[config.mk]
export PLATFORM = sky130hd
export DESIGN_NAME = key_entry_conditioner_flat
export DESIGN_NICKNAME = d
export VERILOG_FILES = /design/src/rtl/key_entry_conditioner_if.sv /design/src/rtl/key_entry_conditioner.sv /design/src/flat_wrapper.sv
export SDC_FILE = /design/constraint.sdc
export NUM_CORES = 1
export LEC_CHECK = 0
export BUFFER_PORTS_ARGS = -buffer_cell sky130_fd_sc_hd__buf_4
export CORE_ASPECT_RATIO = 1.4
export CORE_MARGIN = 2
export CORE_UTILIZATION = 35
export DETAILED_ROUTE_END_ITERATION = 10
export PLACE_DENSITY = 0.62
export SETUP_SLACK_MARGIN = 0.3
export SYNTH_ARGS = -nofsm -noshare
export SYNTH_HDL_FRONTEND = slang
export SYNTH_SLANG_ARGS = --single-unit
[constraint.sdc]
create_clock -name Clock -period 2.3 [get_ports Clock]
set_clock_uncertainty 0.05 [all_clocks]
set_input_delay 0.345 -clock Clock [delete_from_list [all_inputs] [get_ports Clock]]
set_output_delay 0.345 -clock Clock [all_outputs]
set_load 0.05 [all_outputs]
[src/rtl/key_entry_conditioner_if.sv]
// -----------------------------------------------------------------------------
// key_entry_conditioner_if
//
// Groups the raw board inputs and the conditioned outputs of the key entry
// front end. Clock and reset stay plain ports on the modules.
//
// Signals:
//   Enter_n      raw Enter key, active low, bouncy   (board -> conditioner)
//   X_raw        raw switch                          (board -> conditioner)
//   EnterLevel_n debounced Enter level, active low   (conditioner -> lock)
//   EnterPulse   one-cycle strobe per accepted press (conditioner -> lock)
//   XSample      switch value captured at the press  (conditioner -> lock)
//   EntryCount   accepted presses, saturating        (conditioner -> display)
//   History      entered bits, newest at bit 0       (conditioner -> display)
//   Abort        one-cycle entry timeout strobe      (conditioner -> lock)
//
// Modports:
//   master - the side that owns the raw inputs (board / testbench)
//   slave  - the conditioner itself
// -----------------------------------------------------------------------------
interface key_entry_conditioner_if #(
    parameter int SEQ_LEN = 7
);
    logic               Enter_n;
    logic               X_raw;
    logic               EnterLevel_n;
    logic               EnterPulse;
    logic               XSample;
    logic [2:0]         EntryCount;
    logic [SEQ_LEN-1:0] History;
    logic               Abort;

    modport master (
        output Enter_n,
        output X_raw,
        input  EnterLevel_n,
        input  EnterPulse,
        input  XSample,
        input  EntryCount,
        input  History,
        input  Abort
    );

    modport slave (
        input  Enter_n,
        input  X_raw,
        output EnterLevel_n,
        output EnterPulse,
        output XSample,
        output EntryCount,
        output History,
        output Abort
    );
endinterface

[src/rtl/key_entry_conditioner.sv]
// -----------------------------------------------------------------------------
// key_entry_conditioner
//
// Front end between the raw Enter key / X switch and the digital lock FSM.
// Both inputs pass through 2-flop synchronisers; the key is then debounced by
// a four-state FSM so that each physical press yields exactly one EnterPulse,
// a clean EnterLevel_n and a stable XSample. Accepted bits are also collected
// into a saturating EntryCount and a History shift register for display.
//
// Ports:
//   Clock    system clock (50 MHz)
//   Reset_n  asynchronous active-low reset
//   io       key_entry_conditioner_if.slave (raw inputs in, conditioned out)
//
// Optional feature (macro ENTRY_TIMEOUT_EN):
//   When defined, an idle timer runs while entries are pending and the key is
//   released; on expiry Abort strobes for one cycle and EntryCount/History
//   clear. When undefined, Abort is constant 0.
// -----------------------------------------------------------------------------
module key_entry_conditioner #(
    parameter int DEBOUNCE_CYCLES = 1000000,
    parameter int CNT_WIDTH       = 20,
    parameter int SEQ_LEN         = 7,
    parameter int TIMEOUT_CYCLES  = 250000000,
    parameter int TO_WIDTH        = 28
) (
    input logic                   Clock,
    input logic                   Reset_n,
    key_entry_conditioner_if.slave io
);

    // Elaboration-time sanity checks on the configuration.
    if (DEBOUNCE_CYCLES < 1 ||
        longint'(DEBOUNCE_CYCLES) - 1 >= (longint'(1) << CNT_WIDTH)) begin : g_bad_cnt
        $error("CNT_WIDTH too small for DEBOUNCE_CYCLES");
    end
    if (TIMEOUT_CYCLES < 1 ||
        longint'(TIMEOUT_CYCLES) - 1 >= (longint'(1) << TO_WIDTH)) begin : g_bad_to
        $error("TO_WIDTH too small for TIMEOUT_CYCLES");
    end
    // EntryCount is a 3-bit display field, so the history depth is bounded.
    if (SEQ_LEN < 2 || SEQ_LEN > 7) begin : g_bad_seq
        $error("SEQ_LEN must be in 2..7");
    end

    localparam logic [CNT_WIDTH-1:0] DB_LAST   = CNT_WIDTH'(DEBOUNCE_CYCLES - 1);
    localparam logic [2:0]           COUNT_MAX = 3'(SEQ_LEN);

    typedef enum logic [1:0] {
        RELEASED,
        PRESS_WAIT,
        PRESSED,
        RELEASE_WAIT
    } state_t;

    // ------------------------------------------------------------------
    // Synchronisers. The key idles high (released), the switch idles low.
    // ------------------------------------------------------------------
    logic key_meta, key_sync;
    logic x_meta,   x_sync;

    // NOTE: sequential state uses non-blocking assignments so every flop
    // samples pre-edge values, which is what makes the 2-flop chain a chain.
    always_ff @(posedge Clock or negedge Reset_n) begin
        if (!Reset_n) begin
            key_meta <= 1'b1;
            key_sync <= 1'b1;
            x_meta   <= 1'b0;
            x_sync   <= 1'b0;
        end else begin
            key_meta <= io.Enter_n;
            key_sync <= key_meta;
            x_meta   <= io.X_raw;
            x_sync   <= x_meta;
        end
    end

    // ------------------------------------------------------------------
    // Debounce FSM
    // ------------------------------------------------------------------
    state_t               state, next_state;
    logic [CNT_WIDTH-1:0] db_cnt;
    logic                 cnt_inc;
    logic                 accept;

    always_ff @(posedge Clock or negedge Reset_n) begin
        if (!Reset_n) begin
            state <= RELEASED;
        end else begin
            state <= next_state;
        end
    end

    // NOTE: every signal written here gets a default first, so no path can
    // leave one unassigned and infer a latch.
    always_comb begin
        next_state = state;
        cnt_inc    = 1'b0;
        accept     = 1'b0;
        unique case (state)
            RELEASED: begin
                if (!key_sync) next_state = PRESS_WAIT;
            end
            PRESS_WAIT: begin
                if (key_sync) begin
                    next_state = RELEASED;
                end else if (db_cnt == DB_LAST) begin
                    next_state = PRESSED;
                    accept     = 1'b1;
                end else begin
                    cnt_inc = 1'b1;
                end
            end
            PRESSED: begin
                if (key_sync) next_state = RELEASE_WAIT;
            end
            RELEASE_WAIT: begin
                if (!key_sync) begin
                    next_state = PRESSED;
                end else if (db_cnt == DB_LAST) begin
                    next_state = RELEASED;
                end else begin
                    cnt_inc = 1'b1;
                end
            end
            default: next_state = RELEASED;
        endcase
    end

    // The counter is cleared on every state change, so each wait state
    // starts from zero and the count never passes DB_LAST.
    always_ff @(posedge Clock or negedge Reset_n) begin
        if (!Reset_n) begin
            db_cnt <= '0;
        end else if (next_state != state) begin
            db_cnt <= '0;
        end else if (cnt_inc) begin
            db_cnt <= db_cnt + 1'b1;
        end
    end

    // ------------------------------------------------------------------
    // Entry timeout
    // ------------------------------------------------------------------
    logic [2:0] entry_count;
    logic       to_hit;

`ifdef ENTRY_TIMEOUT_EN
    localparam logic [TO_WIDTH-1:0] TO_LAST = TO_WIDTH'(TIMEOUT_CYCLES - 1);

    logic [TO_WIDTH-1:0] to_cnt;
    logic                to_run;

    assign to_run = (entry_count != 3'd0) && (state == RELEASED);
    // A press on the expiry cycle takes priority over the abort.
    assign to_hit = to_run && (to_cnt == TO_LAST) && !accept;

    always_ff @(posedge Clock or negedge Reset_n) begin
        if (!Reset_n) begin
            to_cnt <= '0;
        end else if (accept || !to_run || to_hit) begin
            to_cnt <= '0;
        end else begin
            to_cnt <= to_cnt + 1'b1;
        end
    end
`else
    assign to_hit = 1'b0;
`endif

    // ------------------------------------------------------------------
    // Registered outputs, updated on the same edge as the FSM transition.
    // ------------------------------------------------------------------
    logic               level_n;
    logic               pulse;
    logic               x_sample;
    logic [SEQ_LEN-1:0] history;
    logic               abort;

    // NOTE: the history shift register is ordinary control state seen by the
    // display, so it takes the reset like every other flop here.
    always_ff @(posedge Clock or negedge Reset_n) begin
        if (!Reset_n) begin
            level_n     <= 1'b1;
            pulse       <= 1'b0;
            x_sample    <= 1'b0;
            entry_count <= 3'd0;
            history     <= '0;
            abort       <= 1'b0;
        end else begin
            level_n <= !((next_state == PRESSED) || (next_state == RELEASE_WAIT));
            pulse   <= accept;
            abort   <= to_hit;
            if (accept) begin
                x_sample <= x_sync;
                history  <= {history[SEQ_LEN-2:0], x_sync};
                if (entry_count != COUNT_MAX) begin
                    entry_count <= entry_count + 3'd1;
                end
            end else if (to_hit) begin
                entry_count <= 3'd0;
                history     <= '0;
            end
        end
    end

    assign io.EnterLevel_n = level_n;
    assign io.EnterPulse   = pulse;
    assign io.XSample      = x_sample;
    assign io.EntryCount   = entry_count;
    assign io.History      = history;
    assign io.Abort        = abort;

endmodule

[src/flat_wrapper.sv]
// flat-port wrapper written by rule: the top's interface ports become plain ports
module key_entry_conditioner_flat 
#(
    parameter int DEBOUNCE_CYCLES = 1000000,
    parameter int CNT_WIDTH       = 20,
    parameter int SEQ_LEN         = 7,
    parameter int TIMEOUT_CYCLES  = 250000000,
    parameter int TO_WIDTH        = 28
)
  (Clock, Reset_n, io_Enter_n, io_X_raw, io_EnterLevel_n, io_EnterPulse, io_XSample, io_EntryCount, io_History, io_Abort);
  key_entry_conditioner_if #(.SEQ_LEN(SEQ_LEN)) io_i ();
  input logic Clock;
  input logic Reset_n;
  input wire logic [$bits(io_i.Enter_n)-1:0] io_Enter_n;
  input wire logic [$bits(io_i.X_raw)-1:0] io_X_raw;
  output wire logic [$bits(io_i.EnterLevel_n)-1:0] io_EnterLevel_n;
  output wire logic [$bits(io_i.EnterPulse)-1:0] io_EnterPulse;
  output wire logic [$bits(io_i.XSample)-1:0] io_XSample;
  output wire logic [$bits(io_i.EntryCount)-1:0] io_EntryCount;
  output wire logic [$bits(io_i.History)-1:0] io_History;
  output wire logic [$bits(io_i.Abort)-1:0] io_Abort;
  assign io_i.Enter_n = io_Enter_n;
  assign io_i.X_raw = io_X_raw;
  assign io_EnterLevel_n = io_i.EnterLevel_n;
  assign io_EnterPulse = io_i.EnterPulse;
  assign io_XSample = io_i.XSample;
  assign io_EntryCount = io_i.EntryCount;
  assign io_History = io_i.History;
  assign io_Abort = io_i.Abort;
  key_entry_conditioner #(.DEBOUNCE_CYCLES(DEBOUNCE_CYCLES), .CNT_WIDTH(CNT_WIDTH), .SEQ_LEN(SEQ_LEN), .TIMEOUT_CYCLES(TIMEOUT_CYCLES), .TO_WIDTH(TO_WIDTH)) u_core (.Clock(Clock), .Reset_n(Reset_n), .io(io_i));
endmodule
# --- After elaboration in Yosys (flattened, before gate mapping) ---
# Cells that the tools add are included.
totals:
  reg_bits: 39
  out_inout_bits: 14
  inputBits: 4
  wordCells: 42
op_classes:
  n_reduce_logical: 5
  n_addsub: 2
  n_eq_ne: 8
  n_mux: 16
op_table:
  columns: ["operator", "count"]
  rows:
  - ["$mux 20", 2]
  - ["$add 20x1->20 const B", 1]
  - ["$eq 20x20->1 const B", 1]
  - ["$mux 2", 6]
  - ["$eq 2x2->1 const B", 4]
  - ["$pmux 2 s4", 1]
  - ["$mux 1", 6]
  - ["$add 3x1->3 const B", 1]
  - ["$ne 3x3->1 const B", 1]
  - ["$eq 2x1->1 const B", 1]
  - ["$logic_not 2->1", 1]
  - ["$ne 2x2->1", 1]
  - ["$pmux 1 s2", 1]
  - ["$reduce_and 2->1", 1]
  - ["$reduce_bool 2->1", 1]
  - ["$logic_not 1->1", 1]
  - ["$logic_or 1x1->1", 1]

# --- Depth between registers and ports, before layout ---
# Gate-level depths: netlist of run 1.
logic_depth:
  depth_word: 7
  mapped_depth: 6
  ltp_nobuf: 5

# --- Worst setup path after synthesis of run 1 ---
# OpenSTA, ideal clock, no wires.
synth_timing:
  path_type: "reg2reg"
  start: "register u_core.db_cnt[7]"
  end: "register u_core.history[0], in the netlist u_core.io.History[0]"
  path_stages_with_launch: 6
  setup_ps: 125
  path_slack_ps: -151
  t_required_ps: 2125
  path_buffers: 1
  period_less_slack_ps: 2451
  t_arrival_ps: 2276
  path_cell_list: "dfrtp_1 -> or4_4 -> or4_4 -> or3_1 -> buf_6 -> mux2_4"
synth_via:
  elab_chain_cells: 4
synth_lines:
  columns: ["item", "line_no", "text"]
  rows:
  - ["start: declaration", "key_entry_conditioner.sv:82", "logic [CNT_WIDTH-1:0] db_cnt;"]
  - ["start signal: assignment", "key_entry_conditioner.sv:138", "db_cnt <= db_cnt + 1'b1;"]
  - ["$eq 20x20->1", "key_entry_conditioner.sv:107", "end else if (db_cnt == DB_LAST) begin"]
  - ["$mux 1", "key_entry_conditioner.sv:107", null]
  - ["$mux 1", "key_entry_conditioner.sv:105", "if (key_sync) begin"]
  - ["$mux 1", "key_entry_conditioner.sv:100", "unique case (state)"]
  - ["end signal: assignment", "key_entry_conditioner.sv:196", "history <= {history[SEQ_LEN-2:0], x_sync};"]
  - ["end: declaration", "key_entry_conditioner.sv:177", "logic [SEQ_LEN-1:0] history;"]
# Every way passes these cells.
# A chain may end at the register's enable or synchronous reset.

# --- Worst setup path after layout of run 1 ---
layout_timing:
  start: "register u_core.db_cnt[15]"
  end: "register u_core.history[0], in the netlist u_core.io.History[0]"
# Same word-level chain as after synthesis.

==> run summary, run 1 <==
Yosys warnings: 0
CP arrival: 2520 ps
Net count, final: 209
CTS tree: done
Syn nets: 176
GRT Util Overall: 0.148
Startpoint Class: flop
# setup viols final: 9
Setup slack after layout: -95.2 ps
Non-Filler Instances: 269
Setup TNS: -663 ps
HPWL Detailed: 2690 um
Leading area contributor after synthesis: dfrtp_1
Setup slack at placement: -122 ps
CP required: 2430 ps
Antenna violations before repair: 0
Final wirelength: 3940 um
Max Root-Sink Buffers: 2
DRC viols: 0
Share of power burned in combinational logic: 0.048
Clock Pin Slew Worst Setup and Hold Paths: 70 ps
Synthesized area: 1870 um^2
Initial Util: 0.362
Area Overhead vs Synth: 24.6%
RSZ-0062 raised after global routing: yes
Worst-Skew Late Latency: 290 ps
Seq pwr share: 0.560
Max Cap Viol: 0
Row count: 31
Achievable frequency: 0.418 GHz
Sw frac: 0.234
Largest net degree at the start of global routing: 39
Status: finished, violations left
Violated checks: negative setup slack
Yosys top cell area share: 0.469
Slew Viols, Final: 0
Part of the cycle the worst path needs: 1.04
Most frequent cells after synthesis: dfrtp_1 (35), nand2_1 (13), o21ai_0 (13), nand3_1 (11)
Worst Path Class, Setup: reg -> reg
Sink Count: 38
Net Sw Power: 0.000287 W
Count of different cell masters after synthesis: 41
TritonCTS buffer count: 5
First-pass GRT wire length: 6690 um
Critical path peak fanout: 7
Via density: 5.22
Final hold violation count: 0
Synth Area per Inst: 11.1 um^2
Share of post-route cells with drive strength above 1: 0.300
Post-route minimum period: 2400 ps
Boundary Pins: 18
1st-iter DRT viols: 59
Vias in the first global route: 1,351
Hold Crit Class: in -> reg
Area contributors post-synth: dfrtp_1 (47%), mux2_4 (5.6%), dfstp_2 (4.2%)
Ant. Diodes: 0
Gate Count Post-Synth: 169
Hold_ws: 108 ps
P_int: 0.000936 W
Total grt overflow: 0
Async SR Flop Fraction: 1.00
Total die area: 5950 um^2
Routability cong.: 0.723
DRT Pass-1 Iters: 4
Die W: 65.8 um
Power Density: 525 nW/um^2
Sequential fraction of the synthesis area: 0.511
Routed length per instance: 14.7 um
Antenna Nets Post-Route: 0
Peak VDD IR: 287 uV
Core ar.: 5160 um^2
Via count: 1,403
Main synth FF type: dfrtp_1
Synth Register Bits: 38
Critical path endpoint category: flop
Die Span Y: 90.5 um
Leakage: 1.06 nW
Number of flops mapped to enable cells by yosys: 0
H-tree Lvls: 2
Clock power frac: 0.392
IO Port Bufs: 16
Cell with the most instances after synthesis: dfrtp_1
CTS root buf: clkbuf_8
Placed instance count: 256
[cells in the final DEF (no fill, tap or decap), drive strengths merged, types with 3 or more instances in the layout]
cell    Yosys  routed
buf         3      33
clkbuf      5       6
inv         4       4
dfstp       3       3
o31ai       3       3
and4        3       3
mux2        9       9
a22oi      10      10
nor4        4       4
nand3      11      11
o21ai      13      13
ha          3       3
xor2        3       3
nand2      13      13
or3        10      10
or4         6       6
dfrtp      35      35
[cells by family (layout without fill, tap and decap cells)]
| kind of cell | Yosys count | count (layout) | share of synthesized area |
|---|---|---|---|
| xor gates and xnor gates | 5 | 5 | 0.0234 |
| AOI/OAI and AO/OA | 37 | 37 | 0.135 |
| and+or+nand+nor | 62 | 62 | 0.198 |
| muxes | 11 | 11 | 0.0790 |
| other | 1 | 1 | 0.00201 |
| buffers and inverters | 12 | 46 | 0.0321 |
| DFF | 38 | 38 | 0.511 |
| adders and majority gates | 3 | 3 | 0.0201 |
[sequential cells by signal, summed over array words and instances (netlist names)]
register                cells
u_core.db_cnt              20
u_core.io.History           7
u_core.io.EntryCount        3
u_core.state                2
u_core.io.EnterLevel_n      1
u_core.io.EnterPulse        1
u_core.key_meta             1
u_core.key_sync             1
u_core.x_meta               1
u_core.x_sync               1
[routing by layer]
layer,vias to the layer above,global-route usage,share of wire
li1,695,-,-
met1,684,0.176,0.41
met2,19,0.246,0.56
met3,5,0.0374,0.023
met4,0,0.0677,0.016
met5,-,0,0
[power groups by stage]
stage / logic [W] / registers [W] / clock network [W]
floorplan: 0.0000269 / 0.000694 / 0
global placement: 0.0000567 / 0.000696 / 0
detailed placement: 0.0000564 / 0.000696 / 0
CTS: 0.0000581 / 0.000683 / 0.000499
global route: 0.0000660 / 0.000686 / 0.000542
finish: 0.0000592 / 0.000685 / 0.000479
[layout make-up]
class                      instances  area (um^2)
clock buffer                       6         82.6
tap                               66         82.6
clock inverter                     2         12.5
multi-input combinational        119          908
inverter                           4         15.0
timing repair buffer              34          274
fill                             486         2830
sequential                        38          955
[metrics by stage]
step	util	instance area (um^2)	power, W
after floorplan	-	1870	0.000721
after global placement	0.414	2140	0.000753
after detailed placement	0.414	2140	0.000753
after CTS	0.443	2280	0.00124
after global routing	0.452	2330	0.00129
final	0.452	2330	0.00122
[worst paths after layout]
path	startpoint	end	slack, ps	depth (start not counted)
max	u_core.db_cnt[15]$_DFFE_PN0P_	u_core.io.History[0]$_DFFE_PN0P_	-100	5
min	io_Enter_n	u_core.key_meta$_DFF_PN1_	110	1
max reg2reg	u_core.db_cnt[15]$_DFFE_PN0P_	u_core.io.History[0]$_DFFE_PN0P_	-100	5
min reg2reg	u_core.key_meta$_DFF_PN1_	u_core.key_sync$_DFF_PN1_	310	0
max in group asynchronous	Reset_n	u_core.io.EnterLevel_n$_DFF_PN1_	1340	2
min in group asynchronous	Reset_n	u_core.db_cnt[9]$_DFFE_PN0P_	500	2
[critical path, stage by stage, from the launching register on]
cell	delay, ps
dfrtp_1	380
or4_4	540
or4_4	500
or3_1	370
buf_6	150
mux2_4	290
[repair_timing]
| item | 4_1_cts | 5_1_grt |
|---|---|---|
| hold buffers | 1 | 0 |
| resized for setup | 4 | 5 |
| setup endpoints to repair | 13 | 24 |
| buffers inserted | 3 | 1 |
| hold endpoints to repair | 35 | 0 |
| pin swaps | 2 | 2 |
(Power assumes the default switching activity.)
==> inputs of run 2 (changes only) <==
- CTS_CLUSTER_DIAMETER: default -> 80
- MAX_ROUTING_LAYER: default -> met4
==> run 2 against run 1 <==
Compared with the run above:
- the run still ends with negative setup slack left
- sequential power about the same
- largest power group unchanged
- flip-flop and latch count unchanged
- register-to-register slack barely moved
- cell area unchanged
- worst hold slack is essentially flat
- clock power is essentially flat
- maximum frequency about the same
- worst setup slack better by 1.8 ps
- via count rose by 0.93%
- total power grew 0.19%
- first-iteration DRC count increased by 22%
- non-clock buffer count stayed put
==> run summary, run 2 (same netlist as run 1, synthesis figures left out) <==
Via density: 5.26
CTS root buf: clkbuf_8
Ant. Diodes: 0
Most frequent cells in the layout: dfrtp_1 (35), buf_4 (31), nand2_1 (13), o21ai_0 (13), nand3_1 (11)
Slew Viols, Final: 0
Max Root-Sink Buffers: 2
Worst-Skew Late Latency: 290 ps
Share of post-route cells with drive strength above 1: 0.300
TritonCTS buffer count: 5
Post-place instance area: 2140 um^2
Max Cap Viol: 0
1st-iter DRT viols: 72
CP arrival: 2520 ps
Post-route minimum period: 2390 ps
Antenna violations before repair: 0
DRC viols: 0
# setup viols final: 9
Setup slack at placement: -122 ps
Final Core Density: 0.452
DRT Pass-1 Iters: 4
Hold Crit Class: in -> reg
Achievable frequency: 0.418 GHz
HPWL Detailed: 2690 um
H-tree Lvls: 2
Finished Cell Area: 2330 um^2
Largest net degree at the start of global routing: 39
Total die area: 5950 um^2
Vias in the first global route: 1,351
Core ar.: 5160 um^2
Routability cong.: 0.731
Die W: 65.8 um
Via count: 1,416
Final hold violation count: 0
Critical path endpoint category: flop
IO Port Bufs: 16
Boundary Pins: 18
Worst Path Class, Setup: reg -> reg
Die Span Y: 90.5 um
Fillers: 486
Part of the cycle the worst path needs: 1.04
Setup slack after layout: -93.4 ps
Startpoint Class: flop
Sink Count: 38
Initial Util: 0.362
First-pass GRT wire length: 6690 um
Power Density: 526 nW/um^2
Setup TNS: -653 ps
Net count, final: 209
CTS tree: done
Most flops, register: u_core.db_cnt
GRT Util Overall: 0.152
Row count: 31
RSZ-0062 raised after global routing: yes
Clock Pin Slew Worst Setup and Hold Paths: 70 ps
Final wirelength: 3970 um
Antenna Nets Post-Route: 0
Routed length per instance: 14.8 um
Critical path peak fanout: 7
Largest register FFs: 20
Non-Filler Instances: 269
Violated checks: negative setup slack
Status: finished, violations left
Area Overhead vs Synth: 24.6%
Total grt overflow: 0
Placed instance count: 256
Leading cell type in the layout, fill and taps excluded: dfrtp_1
CP required: 2430 ps
Peak VDD IR: 286 uV
Leakage: 1.06 nW
-- run 2: cell counts in the layout (fill, tap and decap cells not counted) --
Identical to the previous run, type by type.
-- run 2: final timing paths --
path	end	startpoint	slack (ps)	cells after the start
max in group asynchronous	u_core.io.EnterLevel_n$_DFF_PN1_	Reset_n	1320	2
min in group asynchronous	u_core.db_cnt[9]$_DFFE_PN0P_	Reset_n	500	2
worst max-delay path	u_core.io.History[5]$_DFFE_PN0P_	u_core.db_cnt[15]$_DFFE_PN0P_	-90	5
worst min-delay path	u_core.key_meta$_DFF_PN1_	io_Enter_n	110	1
worst max register to register	u_core.io.History[5]$_DFFE_PN0P_	u_core.db_cnt[15]$_DFFE_PN0P_	-90	5
worst min register to register	u_core.key_sync$_DFF_PN1_	u_core.key_meta$_DFF_PN1_	310	0
-- run 2: per-stage QoR --
stage                     hold WS (ps)  power, W
after floorplan                 -0.591  0.000721
after global placement             285  0.000753
after detailed placement           295  0.000753
after CTS                         96.5   0.00124
after global routing              86.5   0.00129
final                              108   0.00123
-- run 2: final cells by class --
| class | instances | area, um^2 | share of cell area |
|---|---|---|---|
| sequential | 38 | 955 | 0.410 |
| multi-input combinational | 119 | 908 | 0.390 |
| timing repair buffer | 34 | 274 | 0.118 |
| clock buffer | 6 | 82.6 | 0.0354 |
| tap | 66 | 82.6 | 0.0354 |
| inverter | 4 | 15.0 | 0.00644 |
| clock inverter | 2 | 12.5 | 0.00537 |
-- run 2: where the power goes --
part | internal (W) | switching, W
clock | 0.000241 | 0.000240
sequential | 0.000677 | 0.00000811
combinational | 0.0000189 | 0.0000406
-- run 2: metal layers --
metal / global-route usage / part of all wire
met2: 0.246 / 0.54
met1: 0.176 / 0.42
met5: - / 0
met4: 0.0677 / 0.016
met3: 0.0374 / 0.024
-- run 2: critical path, cell delays in order, from the launching register on --
cell and delay (ps):
dfrtp_1 380, or4_4 540, or4_4 500, or3_1 370, buf_6 150, mux2_4 290
-- run 2: what timing repair did --
item / in CTS / in global routing
setup endpoints to repair: 13 / 24
cloned: 0 / 0
gates resized for setup: 4 / 5
setup buffers: 3 / 1
endpoints found under the hold margin: 35 / 0
hold buffers: 1 / 0
pin swaps: 2 / 2
